[src/rtl/alarma_multicanal.sv]
// ---------------------------------------------------------------------------
// alarma_multicanal
//
// Multi-channel alarm clock controller. Each channel holds an HH:MM alarm
// time in BCD and has its own enable bit. When a new minute starts and
// one or more enabled channels match the current time, the alarm rings.
// The lowest matching channel index owns the alarm. While ringing, the user
// can stop the alarm or snooze it. The alarm also switches itself off after
// RING_MIN minutes with no user action.
//
// Parameters
//   N_ALARMAS  : number of alarm channels (1..8)
//   SNOOZE_MIN : snooze length in minute ticks (1..15)
//   RING_MIN   : ring auto-off timeout in minute ticks (1..15)
//
// Ports
//   clk        in   system clock, rising edge
//   rst_n      in   asynchronous active-low reset
//   uhre       in   current time, hour units   (BCD)
//   dhre       in   current time, hour tens    (BCD)
//   umre       in   current time, minute units (BCD)
//   dmre       in   current time, minute tens  (BCD)
//   min_tick   in   one-cycle pulse on the first cycle of a new minute
//   al_time    in   packed alarm times, channel k at [16k+15:16k] = {dh,uh,dm,um}
//   al_en      in   per-channel alarm enable
//   snooze     in   one-cycle snooze request
//   stop       in   one-cycle stop request
//   enc        out  alarm sounding (registered)
//   pospuesto  out  snooze pending (registered)
//   canal      out  index of the channel owning the current alarm (registered)
// ---------------------------------------------------------------------------
module alarma_multicanal #(
    parameter int N_ALARMAS  = 4,
    parameter int SNOOZE_MIN = 5,
    parameter int RING_MIN   = 10
) (
    input  logic                      clk,
    input  logic                      rst_n,
    input  logic [3:0]                uhre,
    input  logic [3:0]                dhre,
    input  logic [3:0]                umre,
    input  logic [3:0]                dmre,
    input  logic                      min_tick,
    input  logic [16*N_ALARMAS-1:0]   al_time,
    input  logic [N_ALARMAS-1:0]      al_en,
    input  logic                      snooze,
    input  logic                      stop,
    output logic                      enc,
    output logic                      pospuesto,
    output logic [2:0]                canal
);

    localparam logic [3:0] SNZ_LIM  = 4'(SNOOZE_MIN);
    localparam logic [3:0] RING_LIM = 4'(RING_MIN);

    typedef enum logic [1:0] {
        REPOSO    = 2'd0,
        SONANDO   = 2'd1,
        POSPUESTO = 2'd2
    } estado_t;

    estado_t     estado;
    logic [3:0]  cnt_ring;
    logic [3:0]  cnt_snz;

    // Current time in the same digit order as one al_time channel.
    logic [15:0] hora_act;
    assign hora_act = {dhre, uhre, dmre, umre};

    // Per-channel match: raw digit equality, gated by the channel enable.
    logic [N_ALARMAS-1:0] coincide;
    always_comb begin
        coincide = '0;
        for (int k = 0; k < N_ALARMAS; k++) begin
            coincide[k] = al_en[k] && (al_time[16*k +: 16] == hora_act);
        end
    end

    // Lowest matching index wins: scan from the top so the last hit is lowest.
    logic [2:0] canal_min;
    logic       hay_coinc;
    always_comb begin
        canal_min = 3'd0;
        for (int k = N_ALARMAS - 1; k >= 0; k--) begin
            if (coincide[k]) begin
                canal_min = 3'(k);
            end
        end
        hay_coinc = |coincide;
    end

    // Enable vector widened to 8 bits so any 3-bit canal value indexes safely.
    logic [7:0] en_ext;
    logic       canal_activo;
    always_comb begin
        en_ext                 = 8'd0;
        en_ext[N_ALARMAS-1:0]  = al_en;
        canal_activo           = en_ext[canal];
    end

    // Next value of the ring counter on a minute tick; holds at 15 rather
    // than wrapping.
    logic [3:0] ring_sig;
    assign ring_sig = (cnt_ring == 4'hF) ? cnt_ring : cnt_ring + 4'd1;

    // Snooze expires on the tick that takes the counter to zero; a zero
    // counter is treated the same so it can never underflow.
    logic snz_fin;
    assign snz_fin = (cnt_snz <= 4'd1);

    always_ff @(posedge clk or negedge rst_n) begin
        if (!rst_n) begin
            estado    <= REPOSO;
            enc       <= 1'b0;
            pospuesto <= 1'b0;
            canal     <= 3'd0;
            cnt_ring  <= 4'd0;
            cnt_snz   <= 4'd0;
        end else begin
            case (estado)
                REPOSO: begin
                    // canal keeps the last owner until a new trigger.
                    if (min_tick && hay_coinc) begin
                        estado    <= SONANDO;
                        enc       <= 1'b1;
                        pospuesto <= 1'b0;
                        canal     <= canal_min;
                        cnt_ring  <= 4'd0;
                    end
                end

                SONANDO: begin
                    // Disabling the owning channel overrides everything else,
                    // then stop, then snooze, then the timeout.
                    if (!canal_activo || stop) begin
                        estado    <= REPOSO;
                        enc       <= 1'b0;
                        pospuesto <= 1'b0;
                        cnt_ring  <= 4'd0;
                        cnt_snz   <= 4'd0;
                    end else if (snooze) begin
                        estado    <= POSPUESTO;
                        enc       <= 1'b0;
                        pospuesto <= 1'b1;
                        cnt_snz   <= SNZ_LIM;
                    end else if (min_tick) begin
                        if (ring_sig == RING_LIM) begin
                            estado    <= REPOSO;
                            enc       <= 1'b0;
                            pospuesto <= 1'b0;
                            cnt_ring  <= 4'd0;
                            cnt_snz   <= 4'd0;
                        end else begin
                            cnt_ring  <= ring_sig;
                        end
                    end
                end

                POSPUESTO: begin
                    // Snooze requests are ignored here; only stop, disable
                    // and the snooze countdown act.
                    if (!canal_activo || stop) begin
                        estado    <= REPOSO;
                        enc       <= 1'b0;
                        pospuesto <= 1'b0;
                        cnt_ring  <= 4'd0;
                        cnt_snz   <= 4'd0;
                    end else if (min_tick) begin
                        if (snz_fin) begin
                            estado    <= SONANDO;
                            enc       <= 1'b1;
                            pospuesto <= 1'b0;
                            cnt_ring  <= 4'd0;
                            cnt_snz   <= 4'd0;
                        end else begin
                            cnt_snz   <= cnt_snz - 4'd1;
                        end
                    end
                end

                default: begin
                    estado    <= REPOSO;
                    enc       <= 1'b0;
                    pospuesto <= 1'b0;
                    cnt_ring  <= 4'd0;
                    cnt_snz   <= 4'd0;
                end
            endcase
        end
    end

endmodule

[config.mk]
export PLATFORM = sky130hd
export DESIGN_NAME = alarma_multicanal
export DESIGN_NICKNAME = d
export VERILOG_FILES = /design/src/rtl/alarma_multicanal.sv
export SDC_FILE = /design/constraint.sdc
export NUM_CORES = 1
export LEC_CHECK = 0
export CORE_ASPECT_RATIO = 1.2
export CORE_MARGIN = 3
export CORE_UTILIZATION = 41
export CTS_BUF_LIST = sky130_fd_sc_hd__clkbuf_16
export CTS_CLUSTER_DIAMETER = 120
export CTS_CLUSTER_SIZE = 30
export DETAILED_ROUTE_END_ITERATION = 12
export PLACE_DENSITY_LB_ADDON = 0.08
export SYNTH_ARGS = -nofsm -noshare
export SYNTH_HDL_FRONTEND = slang
export SYNTH_SLANG_ARGS = --single-unit
[constraint.sdc]
create_clock -name clk -period 2.8 [get_ports clk]
set_input_delay 0.56 -clock clk [delete_from_list [all_inputs] [get_ports clk]]
set_output_delay 0.56 -clock clk [all_outputs]
set_load 0.01 [all_outputs]
### Yosys cells after proc, flatten, opt, wreduce, memory -nomap -nowiden

Index checks and enable logic that the tools add are counted.

| storage, ports and cells | value |
|---|---|
| flip-flop bits (word level) | 15 |
| latch bits | 0 |
| RAM bits | 0 |
| ROM bits | 0 |
| word-level logic and storage cells | 88 |
| memories kept | 0 |

| cells by class | value |
|---|---|
| add/sub/neg operators | 2 |
| multipliers | 0 |
| div/mod/pow operators | 0 |
| $lt $le $gt $ge | 2 |
| equal/unequal tests | 15 |
| shift-type cells | 0 |
| muxes and demuxes | 49 |
| bitwise operators | 1 |
| reduce and logical (&&, ||, !) cells | 13 |

Operators with widths:

| cell | count |
|---|---|
| equality test 16 bit | 4 |
| 2-to-1 mux 4 bit | 16 |
| case mux 4 bit (3 select lines) | 2 |
| 2-to-1 mux 2 bit | 9 |
| 2-to-1 mux 1 bit | 15 |
| != test 3 bit, second input constant | 4 |
| AND reduction 5 bit | 2 |
| 2-to-1 mux 3 bit | 3 |
| equality test 4 bit, second input constant | 2 |
| != test 4 bit, second input constant | 2 |
| case mux 1 bit (3 select lines) | 2 |
| case mux 2 bit (3 select lines) | 1 |
| logical AND 1 bit | 5 |
| adder 4 x 1 -> 4 bit, second input constant | 1 |
| less-or-equal comparator 4 x 1 -> 1 bit, second input constant | 1 |
| < comparator 3 x 4 -> 1 bit, second input constant | 1 |
| AND reduction 4 bit | 1 |
| OR reduction 4 bit | 1 |
| subtractor 4 x 1 -> 4 bit, second input constant | 1 |
| binary-select mux 1 bit (select 3 bit) | 1 |
| equality test 2 x 1 -> 1 bit, second input constant | 1 |
| equality test 2 bit, second input constant | 1 |
| zero test 2 bit | 1 |
| != test 2 bit, second input constant | 1 |
| other kinds (4) | 4 |

### Logic depth before layout (Yosys ltp)

| logic depth | value |
|---|---|
| depth after elaboration | 8 |
| depth in mapped cells | 8 |
| mapped depth without buffers | 8 |

### Least setup slack after synthesis

No wires, ideal clock.

| timing path | value |
|---|---|
| kind | input to register |
| start | input port umre[2] |
| end | register estado[1] |
| setup time | 0.128 ns |
| arrival | 2.165 ns |
| required time | 2.672 ns |
| setup slack | 0.507 ns |
| cell stages on the path | 8 |
| buffers on the path | 1 |
| path through | buf_6 -> xnor2_1 -> nand4_1 -> nor3_1 -> nand4_1 -> a41o_1 -> a211oi_4 -> mux2_1 |

| on the way | value |
|---|---|
| word-level cells in the longest chain between the ends | 6 |
| elaborated cells between the ends (all ways) | 12 |
| those cells by class | 5 x eq/ne; 7 x reduce/logical |

RTL lines:

| what | line | source |
|---|---|---|
| start, declared | 41 | `input logic [3:0] umre,` |
| equality test 16 bit | 75 | `coincide[k] = al_en[k] && (al_time[16*k +: 16] == hora_act);` |
| logical AND 1 bit | 75 |  |
| OR reduction 4 bit (*) | 89 | `hay_coinc = \|coincide;` |
| logical AND 1 bit (*) | 123 | `if (min_tick && hay_coinc) begin` |
| != test 2 bit (no source line) (*) | - |  |
| AND reduction 5 bit (no source line) (*) | - |  |
| end signal, assigned | 124 | `estado <= SONANDO;` |
| end signal, assigned | 136 | `estado <= REPOSO;` |
| end signal, assigned | 142 | `estado <= POSPUESTO;` |
| end, declared | 62 | `estado_t estado;` |

Every way passes the cells marked *; elsewhere a longest branch is shown, timed or not.
A chain may end at the register's enable or synchronous reset.

### Worst setup path after layout

| timing path | value |
|---|---|
| start | input port uhre[1] |
| end | register canal[0] |

| on the way | value |
|---|---|
| word-level cells in the longest chain between the ends | 6 |
| elaborated cells between the ends (all ways) | 15 |
| those cells by class | 4 x eq/ne; 4 x mux; 7 x reduce/logical |

RTL lines:

| what | line | source |
|---|---|---|
| start, declared | 39 | `input logic [3:0] uhre,` |
| equality test 16 bit | 75 |  |
| logical AND 1 bit | 75 |  |
| 2-to-1 mux 2 bit | 85 | `if (coincide[k]) begin` |
| 2-to-1 mux 3 bit (3 in series) | 85 |  |
| end signal, assigned | 127 | `canal <= canal_min;` |
| end, declared | 50 | `output logic [2:0] canal` |

Parallel ways exist; a longest one is shown, timed or not.

==> out/summary.txt <==
Status = finished clean
# diodes = 0
Remaining DRCs = 0
Crit end category = flip-flop
Gr ovfl total = 0
WP buf/inv = 1
Worst hold start = enc$_DFFE_PN0P_
Setup Skew = 0.00176 ns
Num rows = 26
Largest net degree at the start of global routing = 15
GRT busiest layer = met2
Routed vias = 2,243
Crit Reg-Reg Endpoint = cnt_snz[1]$_DFFE_PN0P_
Initial Util = 43.6%
Setup crit start kind = input port
Non-filler cells in the finished layout = 415
Multi-input logic area = 1530 sq um
Main synth FF type = dfrtp_1
Period utilisation layout = 95.9%
M2 GR Usage = 46.4%
Seq/Total Area, Yosys = 18.3%
Port bufs = 92
Clock root cell = clkbuf_16
Fillers = 330
Setup violations, final = 0
Yosys warns = 0
First-pass GRT wire length = 10.6 mm
Die width = 68.4 um
Post-synth net total = 326
Layout Nets = 456
# placed instances = 411
Max Slew Vio Count = 0
Syn Area/Cell = 8.32 sq um
Routed WL = 6.48 mm
GP Congestion = 0.967
Met3 usage in global routing = 4.56%
Reg2Reg Setup Slack = 0.37 ns
Reg2reg path depth = 8
Max frequency = 372 MHz
Die area = 5530 sq um
IO Pins = 94
Chip height = 80.9 um
RR Startpoint = cnt_ring[0]$_DFFE_PN0P_
Area of the core = 4390 sq um
Max VDD drop = 0.202 mV
Worst-margin pin slew = 0.668 ns
Netlist Area Pre-Place = 1910 sq um
GRT met1 Usage = 27.4%
CTS max path bufs = 2
DRT iter0 DRCs = 86
Setup bufs post-CTS = 0
Share of layout cells above drive strength 1 = 15.3%
H-tree depth = 1
Mapped Cells = 230
CP max-delay cell = clkdlybuf4s50_1
Critical path type = input port to flip-flop
Static leakage = 0.00129 uW
Area contributors post-synth = xnor2_1, dfrtp_1, xor2_1
Worst-path maximum fanout = 4
Post-synth EDFFs = 0
Reg area = 350 sq um
Clock Sinks = 14
Worst-path clk slew = 0.05 ns
Total power = 1240 uW
Initial antenna violation count = 0
Max stage delay on crit path = 0.57 ns
Final Util = 74.4%
Max-cap viol count = 0
Cell family with most CP delay = simple AND/OR/NAND/NOR gates
Dominant cell type by area after synthesis = xnor2_1
Required time worst endpoint = 2.93 ns
WHS Path Cells = 1
Fin. Hold Viols = 0
CTS tree = yes
CP Cell Sequence = clkdlybuf4s50_1, xor2_1, nor4_1, nand3_1, or4b_1, nor2b_1, a2bb2oi_1, mux2_2
Synth top area share = 21.0%
Rel. slew slack = 55.3%
FFs w/ async S/R, synth = 100%
Detailed placer's ending HPWL = 5.81 mm
Hold EP = enc$_DFFE_PN0P_
Area grow syn2layout = 70.8%
Hold-fix buffers, CTS = 0
Total Routing Usage GR = 25.3%
CTS resizes = 0
CP arrival = 2.81 ns
Post-synthesis cell type count = 51
Synthesis-stage register bit count = 14
RSZ-0062 raised after global routing = no
Detailed-routing iteration count for the pre-antenna-repair pass = 4
PD cells = 379 nW/um^2
HP Class = flip-flop to flip-flop
Vias per inst = 5.40
Worst hold slack = 0.513 ns
Fin crit period = 2.69 ns
Routed WL per cell = 15.6 um
Clock latency on the worst-skew pair = 0.24 ns
Vias in the first global route = 2,404
Antenna-violating nets left = 0
Number of CTS-inserted buffers = 3
==> cell usage after synthesis, types with 3 or more instances <==
cell type  count
xor2_1        18
inv_1          9
a21oi_1        6
nand4_1       18
xnor2_1       46
nor4_1         8
nand2_1       14
and3_1         3
nand3b_1       3
nand3_1       12
nor3_1         4
ha_1           7
dfrtp_1       14
o21ai_0        8
mux2_2         3
nor2_1        11
a2bb2oi_1      3
==> layout by cell type, fill, tap and decap left out, types with 2 or more instances in the layout <==
cell | Yosys | final
nand4_1 | 18 | 18
dfrtp_1 | 14 | 14
and3b_1 | 2 | 2
inv_1 | 9 | 9
ha_1 | 7 | 7
a2bb2oi_1 | 3 | 3
nand3b_1 | 3 | 3
nor3_1 | 4 | 4
or4b_1 | 2 | 2
xnor2_1 | 46 | 42
xnor2_2 | 0 | 4
nand2b_1 | 2 | 2
o21ai_0 | 8 | 8
buf_4 | 2 | 38
clkdlybuf4s50_1 | 0 | 92
nor3b_1 | 2 | 2
or3_1 | 2 | 2
nand2_1 | 14 | 14
a21oi_1 | 6 | 6
and3_1 | 3 | 3
nor2_1 | 11 | 11
a21oi_2 | 2 | 2
mux2_2 | 3 | 3
mux2i_1 | 2 | 2
nand3_1 | 12 | 12
clkbuf_16 | 0 | 3
nor4_1 | 8 | 8
xor2_1 | 18 | 18
==> worst max-delay path by stage <==
stage | start | endpoint | slack, ns | cells after the start
after floorplan | umre[2] | estado[1]$_DFFE_PN0P_ | 0.51 | 8
after global placement | uhre[3] | pospuesto$_DFFE_PN0P_ | -0.08 | 9
after detailed placement | uhre[3] | pospuesto$_DFFE_PN0P_ | -0.13 | 9
after CTS | uhre[3] | pospuesto$_DFFE_PN0P_ | 0.12 | 9
after global routing | uhre[1] | canal[0]$_DFFE_PN0P_ | 0.005 | 8
final | uhre[1] | canal[0]$_DFFE_PN0P_ | 0.11 | 8
==> state kept, by name, indices dropped and copies added, names as in the netlist <==
| signal | count |
|---|---|
| estado | 2 |
| enc | 1 |
| cnt_snz | 4 |
| pospuesto | 1 |
| canal | 2 |
| cnt_ring | 4 |
==> metrics by stage <==
stage               setup WS [ns]  cell area [sq um]  TNS, ns
floorplan                   0.507               1910        0
global placement          -0.0755               3150   -0.267
detailed placement         -0.133               3150   -0.573
CTS                         0.117               3230        0
global route              0.00545               3270        0
finish                      0.115               3270        0
==> cell type report <==
cell class | count | share of cell area [%]
well taps | 56 | 2.14
clock buffers | 3 | 2.30
multi-input cells | 202 | 46.8
clock inverters | 1 | 0.115
repair buffers | 130 | 36.9
inverters | 9 | 1.03
flip-flops and latches | 14 | 10.7
==> cells by family (layout without fill, tap and decap cells) <==
| group | count (synthesis) | after routing | share of synthesized area [%] |
|---|---|---|---|
| AND/OR/NAND/NOR | 91 | 91 | 27.1 |
| XOR/XNOR | 64 | 64 | 29.3 |
| AO/OA/AOI/OAI | 32 | 32 | 12.4 |
| flip-flops | 14 | 14 | 18.3 |
| buffers and inverters | 14 | 143 | 3.66 |
| adder cells (fa/ha/maj) | 7 | 7 | 4.57 |
| multiplexers | 7 | 7 | 4.57 |
| other | 1 | 1 | 0.196 |
==> where the power goes <==
group          total, uW  internal, uW  switching [uW]
Clock                271           189            82.2
Combinational        702           387             315
Sequential           265           235            29.7
==> per-layer routing <==
layer / wire [um] / share of wire [%] / vias to the layer above
met5: 0 / 0 / -
met4: 247 / 3.8 / 0
met3: 440 / 6.8 / 19
met2: 3350 / 52 / 98
met1: 2440 / 38 / 1032
li1: - / - / 1094
Note: power is estimated with default switching activity, not from simulation.
